## src/rtl/alu_ex_stage.sv

```systemverilog
// Execute-stage ALU feeding a two-entry in-order output buffer (head + skid)
// with valid/ready handshakes on both sides, plus debug illegal/op counters.
module alu_ex_stage #(
  parameter int WIDTH = 32,
  parameter int CNT_W = 16
) (
  input  logic             clk,
  input  logic             rst,
  input  logic             in_valid,
  output logic             in_ready,
  input  logic [3:0]       alu_ctl,
  input  logic [WIDTH-1:0] op_a,
  input  logic [WIDTH-1:0] op_b,
  input  logic [4:0]       rd_in,
  output logic             out_valid,
  input  logic             out_ready,
  output logic [WIDTH-1:0] result,
  output logic             zero,
  output logic [4:0]       rd_out,
  output logic             illegal,
  output logic             illegal_seen,
  output logic [CNT_W-1:0] op_count
);

  typedef enum logic [1:0] {
    EMPTY = 2'd0,
    ONE   = 2'd1,
    TWO   = 2'd2
  } state_t;

  state_t state, state_nxt;

  logic             in_ready_q;
  logic             in_ready_nxt;
  logic             in_xfer;
  logic             out_xfer;
  logic             load_head_new;
  logic             load_head_skid;
  logic             load_skid;

  logic [WIDTH-1:0] alu_res;
  logic             alu_ill;
  logic             alu_zero;

  logic [WIDTH-1:0] skid_result;
  logic             skid_zero;
  logic [4:0]       skid_rd;
  logic             skid_illegal;

  assign in_ready  = in_ready_q;
  assign out_valid = (state != EMPTY);
  assign in_xfer   = in_valid & in_ready_q;
  assign out_xfer  = out_valid & out_ready;

  // Illegal codes force a zero result and never flag zero.
  always_comb begin
    alu_res = '0;
    alu_ill = 1'b0;
    case (alu_ctl)
      4'b0010: alu_res = op_a + op_b;
      4'b0110: alu_res = op_a - op_b;
      4'b0000: alu_res = op_a & op_b;
      4'b0001: alu_res = op_a | op_b;
      default: alu_ill = 1'b1;
    endcase
    alu_zero = !alu_ill && (alu_res == '0);
  end

  always_comb begin
    state_nxt      = state;
    load_head_new  = 1'b0;
    load_head_skid = 1'b0;
    load_skid      = 1'b0;
    case (state)
      EMPTY: begin
        if (in_xfer) begin
          state_nxt     = ONE;
          load_head_new = 1'b1;
        end
      end
      ONE: begin
        if (in_xfer && out_xfer) begin
          load_head_new = 1'b1;
        end else if (in_xfer) begin
          state_nxt = TWO;
          load_skid = 1'b1;
        end else if (out_xfer) begin
          state_nxt = EMPTY;
        end
      end
      TWO: begin
        if (out_xfer) begin
          state_nxt      = ONE;
          load_head_skid = 1'b1;
        end
      end
      default: state_nxt = EMPTY;
    endcase
    in_ready_nxt = (state_nxt != TWO);
  end

  // in_ready is registered so it never depends on out_ready in the same cycle.
  always_ff @(posedge clk) begin
    if (rst) begin
      state      <= EMPTY;
      in_ready_q <= 1'b0;
    end else begin
      state      <= state_nxt;
      in_ready_q <= in_ready_nxt;
    end
  end

  always_ff @(posedge clk) begin
    if (rst) begin
      result       <= '0;
      zero         <= 1'b0;
      rd_out       <= '0;
      illegal      <= 1'b0;
      skid_result  <= '0;
      skid_zero    <= 1'b0;
      skid_rd      <= '0;
      skid_illegal <= 1'b0;
    end else begin
      if (load_head_new) begin
        result  <= alu_res;
        zero    <= alu_zero;
        rd_out  <= rd_in;
        illegal <= alu_ill;
      end else if (load_head_skid) begin
        result  <= skid_result;
        zero    <= skid_zero;
        rd_out  <= skid_rd;
        illegal <= skid_illegal;
      end
      if (load_skid) begin
        skid_result  <= alu_res;
        skid_zero    <= alu_zero;
        skid_rd      <= rd_in;
        skid_illegal <= alu_ill;
      end
    end
  end

  always_ff @(posedge clk) begin
    if (rst) begin
      op_count     <= '0;
      illegal_seen <= 1'b0;
    end else if (in_xfer) begin
      if (op_count != {CNT_W{1'b1}}) begin
        op_count <= op_count + CNT_W'(1);
      end
      if (alu_ill) begin
        illegal_seen <= 1'b1;
      end
    end
  end

endmodule

```

## config.mk

```make
export PLATFORM = sky130hd
export DESIGN_NAME = alu_ex_stage
export DESIGN_NICKNAME = d
export VERILOG_FILES = /design/src/rtl/alu_ex_stage.sv
export SDC_FILE = /design/constraint.sdc
export NUM_CORES = 1
export LEC_CHECK = 0
export BUFFER_PORTS_ARGS = -buffer_cell sky130_fd_sc_hd__buf_4
export CORE_MARGIN = 5
export CORE_UTILIZATION = 45
export CTS_CLUSTER_SIZE = 30
export DETAILED_ROUTE_END_ITERATION = 8
export PLACE_DENSITY = 0.69
export SYNTH_ARGS = -nofsm -noshare
export SYNTH_HDL_FRONTEND = slang
export SYNTH_SLANG_ARGS = --single-unit
```

## constraint.sdc

```tcl
create_clock -name clk -period 7.1 [get_ports clk]
set_input_delay 1.42 -clock clk [delete_from_list [all_inputs] [get_ports clk]]
set_output_delay 1.42 -clock clk [all_outputs]
set_load 0.01 [all_outputs]
```

# After elaboration in Yosys (flattened, before gate mapping)
# Index checks and enable logic that the tools add are counted.
[classes]
addsub = 3
eq_ne = 7
muxes = 23
bitwise = 5
reduce_logical = 10
[ops]
columns = ["operator", "count"]
rows = [
  ["case mux 32 bit (4 select lines)", 1],
  ["two-way mux 32 bit", 2],
  ["adder 32 bit", 1],
  ["bitwise AND 32 bit", 1],
  ["logical NOT 32 bit", 1],
  ["bitwise OR 32 bit", 1],
  ["subtractor 32 bit", 1],
  ["adder 16 x 1 -> 16 bit, second input constant", 1],
  ["!= test 16 bit, second input constant", 1],
  ["two-way mux 1 bit", 11],
  ["two-way mux 2 bit", 5],
  ["two-way mux 5 bit", 2],
  ["case mux 2 bit (3 select lines)", 1],
  ["equality test 4 x 1 -> 1 bit, second input constant", 1],
  ["equality test 4 x 2 -> 1 bit, second input constant", 1],
  ["equality test 4 x 3 -> 1 bit, second input constant", 1],
  ["logical NOT 4 bit", 1],
  ["AND reduction 2 bit", 2],
  ["nonzero test 2 bit", 2],
  ["OR reduction 4 bit", 1],
  ["bitwise AND 1 bit", 2],
  ["equality test 2 x 1 -> 1 bit, second input constant", 1],
  ["equality test 2 bit, second input constant", 1],
  ["logical AND 1 bit", 2],
  ["other kinds (4)", 4],
]
[word_totals]
regBits = 98
inputBits = 77
output_inout_bits = 58

# Depth between registers and ports, before layout
# Gate-level depths: netlist (run 1).
[logic_depth]
depth_word = 7
ltp_mapped = 22

# Worst setup path after synthesis (run 1)
# OpenSTA, ideal clock, no wires.
[synth_path]
kind = "input to register"
startpoint = "in alu_ctl[0]"
endpoint = "reg skid_zero"
arrival_ns = 6.012
required_time_ns = 7.030
slack_ns = 1.018
cell_stages = 21
n_path_buf = 5
path_cell_list = "buf_2 > nor3b_2 > clkbuf_1 > clkbuf_1 > buf_1 > and2_1 > clkbuf_1 > nor2_1 > xnor2_1 > ha_1 > nor2b_1 > o31a_1 > o311a_1 > or2_2 > a31oi_1 > mux2i_1 > nand2_1 > a2111oi_0 > and4_1 > nand4_1 > a21oi_1"
[synth_between]
elab_chain_cells = 4
[synth_lines]
columns = ["item", "line", "source"]
rows = [
  ["start: declaration", "11", "input logic [3:0] alu_ctl,"],
  ["equality test 4 x 1 -> 1 bit (tied with other cells)", "59", "case (alu_ctl)"],
  ["case mux 32 bit (4 select lines)", "59", ""],
  ["logical NOT 32 bit", "66", "alu_zero = !alu_ill && (alu_res == '0);"],
  ["logical AND 1 bit *", "66", ""],
  ["end signal: assignment", "137", "skid_zero <= alu_zero;"],
  ["end: declaration", "46", "logic skid_zero;"],
]
# Every way passes the cells marked *; elsewhere a longest branch is shown, timed or not.
# A chain may end at the register's enable or synchronous reset.

# Worst setup path after layout (run 1)
[layout_path]
startpoint = "in op_b[4]"
endpoint = "reg result[30]"
[layout_between]
elab_chain_cells = 3
[layout_lines]
columns = ["item", "line", "source"]
rows = [
  ["start: declaration", "13", "input logic [WIDTH-1:0] op_b,"],
  ["subtractor 32 bit / adder 32 bit (equally long branches)", "61, 60", ""],
  ["case mux 32 bit (4 select lines) *", "59", ""],
  ["two-way mux 32 bit *", "124", "if (load_head_new) begin"],
  ["end signal: assignment", "125", "result <= alu_res;"],
  ["end signal: assignment", "130", "result <= skid_result;"],
  ["end: declaration", "17", "output logic [WIDTH-1:0] result,"],
]
# Marked as above.

==> impl_metrics.ini, run 1 <==
[run_status]
status = completed

[floorplanning]
dieHeight_um = 138
die_w_um = 138
start_util_pct = 46.2
row_count = 46
core_um2 = 16000
ios = 135
die-area_um2 = 19100

[global_route]
grt_pass1_wl_um = 35400
grt.overflow.total = 0
grt_pass1_vias = 6902
antenna_found_initial = 0
grt_usage_pct = 21.7
grt_max_degree = 99

[placement]
gp_congestion = 0.920
io_buffer_count = 134
hpwlAfterDp_um = 16400
post-place-cells = 1286
place_area_um2 = 8480
place_ws_ns = 1.00

[power]
p_clk_share_pct = 30.1
intPower_mw = 0.984
powerDensity_nw_per_um2 = 168
switchingPower_mw = 0.490
swShare_pct = 33.2
finalPower_mw = 1.47
vdd_ir_drop_max_uv = 125
pwr-share-comb_pct = 31.0
leakagePower_nw = 3.42
seq_power_share_pct = 38.9

[setup_path]
timing.rr.start = in_ready$_SDFF_PP0_
required_ns = 7.30
critPathArrivalTime_ns = 6.03
crit_type = input port to flop
startpoint = op_b[4]
critical_path.max_fanout = 9
start_kind = input port
cp-end-kind = flop

[cells_and_area]
final_cells = 1301
area_delta_synth_final_pct = 18.3
post_route_cells_drive_above_1_share_pct = 16.9
nets = 1194
n_antenna_cell = 0
final_area_um2 = 8750
final_util_pct = 54.7

[synth]
async_flop_share_pct = 0
synthTopCellsByArea = dfxtp_1 27%, nor2_1 8.5%, ha_1 5.9%, a21oi_1 5.3%, nand2_1 4.6%
ys_ff_latch = 98
yosysSeqAreaShare_pct = 26.5
synth_edf_count = 0
synth_cells = 996
synth.distinct_cells = 79
postSynthAreaPerCell_um2 = 7.42
synth_flop_cell = dfxtp_1
netlist_area_um2 = 7390
synth_most_common_cell = nor2_1
yosys.area.top_type = dfxtp_1
synth_common_cells = 168 x nor2_1, 98 x dfxtp_1, 90 x nand2_1
yosysWarnings = 0
synth_top_area_share_pct = 26.5
syn-num-nets = 1109

[hold_path]
hold_start = skid_rd[2]$_SDFFE_PP0P_
hold_class = flop to flop

[timing]
fin_crit_sh_pct = 82.1
setup_viol = 0
finalCriticalPeriod_ns = 5.83
fin_skew_ns = 0.00482
drv_slew = 0
hold_ws_ns = 0.456
slew_headroom_pct = 31.9
tightest_slew_ns = 1.02
worst_slack_ns = 1.27
hold_viol = 0
rsz0062_at_grt = no
fmax_mhz = 171
setup_tns_ns = 0

[cts]
cts_buffer_depth = 2
cts_resized = 0
clk_latency_ns = 0.34
htreeDepth = 3
cts_sinks = 98
cts_tree = yes
clock-root-buffer = clkbuf_16
cts_made_buffers = 9
hold_buffers = 0
cts_setup_buffers = 0
clkTransAtPathRegs_ns = 0.07

[detailed_routing]
firstDrtPassIters = 5
drc = 0
first_iter_violations = 657
num_vias = 7535
drt-total-wl_um = 21600
via_per_inst = 5.79
avgRoutedWirePerCell_um = 16.6
antenna_left = 0

[flow_run]
max_cap_violations = 0
==> sequential cells by signal (all words and copies together) (netlist names) <==
signal,count
skid_zero,1
in_ready,1
illegal,1
illegal_seen,1
skid_rd,5
op_count,16
result,32
rd_out,5
skid_illegal,1
zero,1
skid_result,32
state,2
==> cell type report <==
| type | instances | area [um2] |
|---|---|---|
| tap | 216 | 270 |
| timing repair buffer | 141 | 1060 |
| fill | 1556 | 7250 |
| multi-input combinational | 820 | 5150 |
| sequential | 98 | 1960 |
| clock buffer | 9 | 225 |
| clock inverter | 6 | 43.8 |
| inverter | 11 | 41.3 |
==> layer usage <==
| layer | up-vias | routed length, um | track usage (%) |
|---|---|---|---|
| li1 | 3779 | - | - |
| met1 | 3484 | 10100 | 31.0 |
| met2 | 249 | 9780 | 34.3 |
| met3 | 23 | 1340 | 3.14 |
| met4 | 0 | 374 | 6.14 |
| met5 | - | 0 | 0 |
==> cells by family (layout without fill, tap and decap cells) <==
kind of cell,after synthesis,in the layout,synth area share [%]
adders and majority gates,64,64,9.98
buffers and inverters,78,167,4.15
muxes,9,9,1.24
and+or+nand+nor,423,423,26.9
AOI/OAI and AO/OA,265,265,24.2
xor gates and xnor gates,59,59,6.99
DFF,98,98,26.5
==> critical path: stages <==
cell and delay, ns:
buf_4 0.13, nor4_1 0.62, nand3b_1 0.22, nand2b_1 0.28, nor3_1 0.34, a21oi_1 0.13, xnor2_1 0.15, ha_1 0.45
nand4_1 0.26, or3_1 0.42, o221a_2 0.32, a221oi_2 0.32, a221oi_1 0.16, xnor2_1 0.15, a22oi_1 0.34, a21oi_1 0.13
a21oi_1 0.14, nor2_1 0.05
==> power by group through the flow <==
stage	sequential [mW]	combinational, mW	clock, mW
after floorplan	0.589	0.303	0
after global placement	0.586	0.448	0
after detailed placement	0.586	0.450	0
after CTS	0.573	0.452	0.451
after global routing	0.575	0.503	0.473
final	0.573	0.456	0.444
==> cells in the final DEF (no fill, tap or decap), drive strengths merged, types with 16 or more instances in the layout <==
cell type	Yosys	routed
a211oi	41	41
or3	16	16
buf	16	141
dfxtp	98	98
maj3	28	28
xor2	35	35
ha	35	35
o21ai	39	39
nor3	53	53
nor2	169	169
a21oi	79	79
nand3	21	21
nand2	91	91
xnor2	24	24
==> worst paths after layout <==
kind | depth (start not counted) | slack (ns) | end
worst max-delay path | 18 | 1.27 | result[30]$_SDFFE_PP0P_
worst min-delay path | 2 | 0.46 | skid_rd[2]$_SDFFE_PP0P_
worst max register to register | 8 | 4.33 | result[17]$_SDFFE_PP0P_
worst min register to register | 2 | 0.46 | skid_rd[2]$_SDFFE_PP0P_
(Power assumes the default switching activity.)
==> run 2, diff against run 1 <==
--- a/config.mk
+++ b/config.mk
@@ -10,7 +10,7 @@
 export CORE_UTILIZATION = 45
 export CTS_CLUSTER_SIZE = 30
 export DETAILED_ROUTE_END_ITERATION = 8
-export PLACE_DENSITY = 0.69
+export PLACE_DENSITY = 0.71
 export SYNTH_ARGS = -nofsm -noshare
 export SYNTH_HDL_FRONTEND = slang
 export SYNTH_SLANG_ARGS = --single-unit
==> constraint.sdc (replaced) <==
create_clock -name clk -period 5.2 [get_ports clk]
set_input_delay 1.04 -clock clk [delete_from_list [all_inputs] [get_ports clk]]
set_output_delay 1.04 -clock clk [all_outputs]
set_load 0.01 [all_outputs]
==> run 2 against run 1 <==
Non-clock buffer count up 57; design area up 6.0%; hold slack worse by 0.0038 ns; critical path depth unchanged; global-route usage up 1.1 points; clock power up 65%; combinational power up 51%; flip-flop and latch count unchanged; power up 50%; clock skew up 0.0032 ns; routed wire length up 3.9%; first-iteration DRC count up 2.4%; critical path type unchanged; critical endpoint is now skid_zero$_SDFFE_PP0P_; largest power group unchanged.
==> impl_metrics.ini, run 2 (synthesis gave the netlist of run 1 again) <==
[cts]
cts_made_buffers = 9
clkTransAtPathRegs_ns = 0.07
cts_tree = yes
clk_latency_ns = 0.34
cts_buffer_depth = 2
cts_sinks = 98
cts_setup_buffers = 0
htreeDepth = 3
clock-root-buffer = clkbuf_16

[setup_path]
start_kind = input port
crit_type = input port to flop
required_ns = 5.47
startpoint = op_b[4]
critPathMaxStageDelay_ns = 0.49
timing.rr.start = in_ready$_SDFF_PP0_
critical_path.max_fanout = 5
cp_slowest_cell = a2111oi_1
cp-end-kind = flop
crit_chain = buf_4 > nor4_2 > nand3b_1 > nand2b_1 > o41ai_1 > xor2_1 > ha_1 > nand4_1 > or3_1 > o41ai_1 > buf_4 > nor3_2 > o21bai_1 > xor2_1 > a2111oi_1 > and4_1 > nand4_1 > a21oi_1
critPathArrivalTime_ns = 5.14

[power]
powerDensity_nw_per_um2 = 238
leakagePower_nw = 3.74
vdd_ir_drop_max_uv = 179

[placement]
hpwlAfterDp_um = 17200
place_area_um2 = 8910
io_buffer_count = 134
gp_congestion = 0.949

[cells_and_area]
area_delta_synth_final_pct = 25.5
n_antenna_cell = 0
top_regs = result (32), skid_result (32), op_count (16)
nets = 1251
final_area_um2 = 9280
final_util_pct = 58.0
final_cell_mix = 198 x buf_4, 168 x nor2_1, 98 x dfxtp_1
post_route_cells_drive_above_1_share_pct = 21.4
fill_cells = 1546
mostFrequentLayoutCell = buf_4

[timing]
tightest_slew_ns = 0.998
fmax_mhz = 205
slew_headroom_pct = 33.5
fin_crit_sh_pct = 93.8
setup_tns_ns = 0
setup_viol = 0
drv_slew = 0
fin_skew_ns = 0.00801
finalCriticalPeriod_ns = 4.88
hold_viol = 0

[floorplanning]
ios = 135
die_w_um = 138
start_util_pct = 46.2
core_um2 = 16000
die-area_um2 = 19100
row_count = 46
dieHeight_um = 138

[global_route]
grt_max_degree = 99
grt_pass1_wl_um = 37000
grt_pass1_vias = 7307
grt.overflow.total = 0
grt_usage_pct = 22.8
antenna_found_initial = 0

[run_status]
status = completed

[detailed_routing]
via_per_inst = 5.76
drt-total-wl_um = 22500
drc = 0
num_vias = 7834
first_iter_violations = 673
antenna_left = 0
firstDrtPassIters = 7
avgRoutedWirePerCell_um = 16.5

[hold_path]
hold_start = result[28]$_SDFFE_PP0P_
hold_class = flop to flop

[flow_run]
max_cap_violations = 0
run 2: cell types whose count changed in the layout (fill, tap and decap cells not counted), moves of 2 or more:
cell and change:
clkinvlp_4 -2, bufinv_16 +2, clkbuf_8 +2, buf_4 +57
run 2: final timing paths:
path | slack [ns] | to | depth (start not counted)
setup / recovery | 0.32 | skid_zero$_SDFFE_PP0P_ | 18
hold / removal | 0.45 | result[28]$_SDFFE_PP0P_ | 2
setup reg to reg | 2.65 | result[28]$_SDFFE_PP0P_ | 8
hold reg to reg | 0.45 | result[28]$_SDFFE_PP0P_ | 2
run 2: worst max-delay path, delay by kind of cell:
kind | cells | cell delay (ns)
and+or+nand+nor | 8 | 1.68
AOI/OAI and AO/OA | 5 | 1.52
adders and majority gates | 1 | 0.32
buffers and inverters | 2 | 0.30
xor gates and xnor gates | 2 | 0.28
run 2: area by class of cell:
type	count	area (um2)	share of cell area (%)
Multi-Input combinational cell	820	5180	55.8
Sequential cell	98	1960	21.1
Timing Repair Buffer	198	1490	16.0
Tap cell	216	270	2.91
Clock buffer	11	253	2.72
Clock inverter	5	83.8	0.904
Inverter	11	41.3	0.445
run 2: per-stage QoR:
step	hold WS, ns	worst slack, ns	cells	power (mW)
floorplan	0.433	0.0158	996	1.22
global placement	0.441	-0.144	1343	1.47
detailed placement	0.448	-0.170	1343	1.47
CTS	0.456	0.156	1359	2.20
global route	0.466	-0.00221	1359	2.31
finish	0.453	0.324	1359	2.20
run 2: report_power, final:
part           internal [mW]  switching (mW)
Combinational          0.297           0.390
Clock                  0.449           0.283
Sequential             0.771          0.0128
run 2: routing by layer:
layer	vias to the layer above	track usage [%]	share of wire [%]
met1	3645	31.0	45
met3	36	3.79	6.3
li1	3885	-	-
met5	-	0	0
met4	0	8.68	2.6
met2	268	36.4	46
run 2: timing repair:
action                     in CTS  in global routing
hold buffers                    0                  0
setup endpoints to repair       0                  6
resized for setup               0                  5
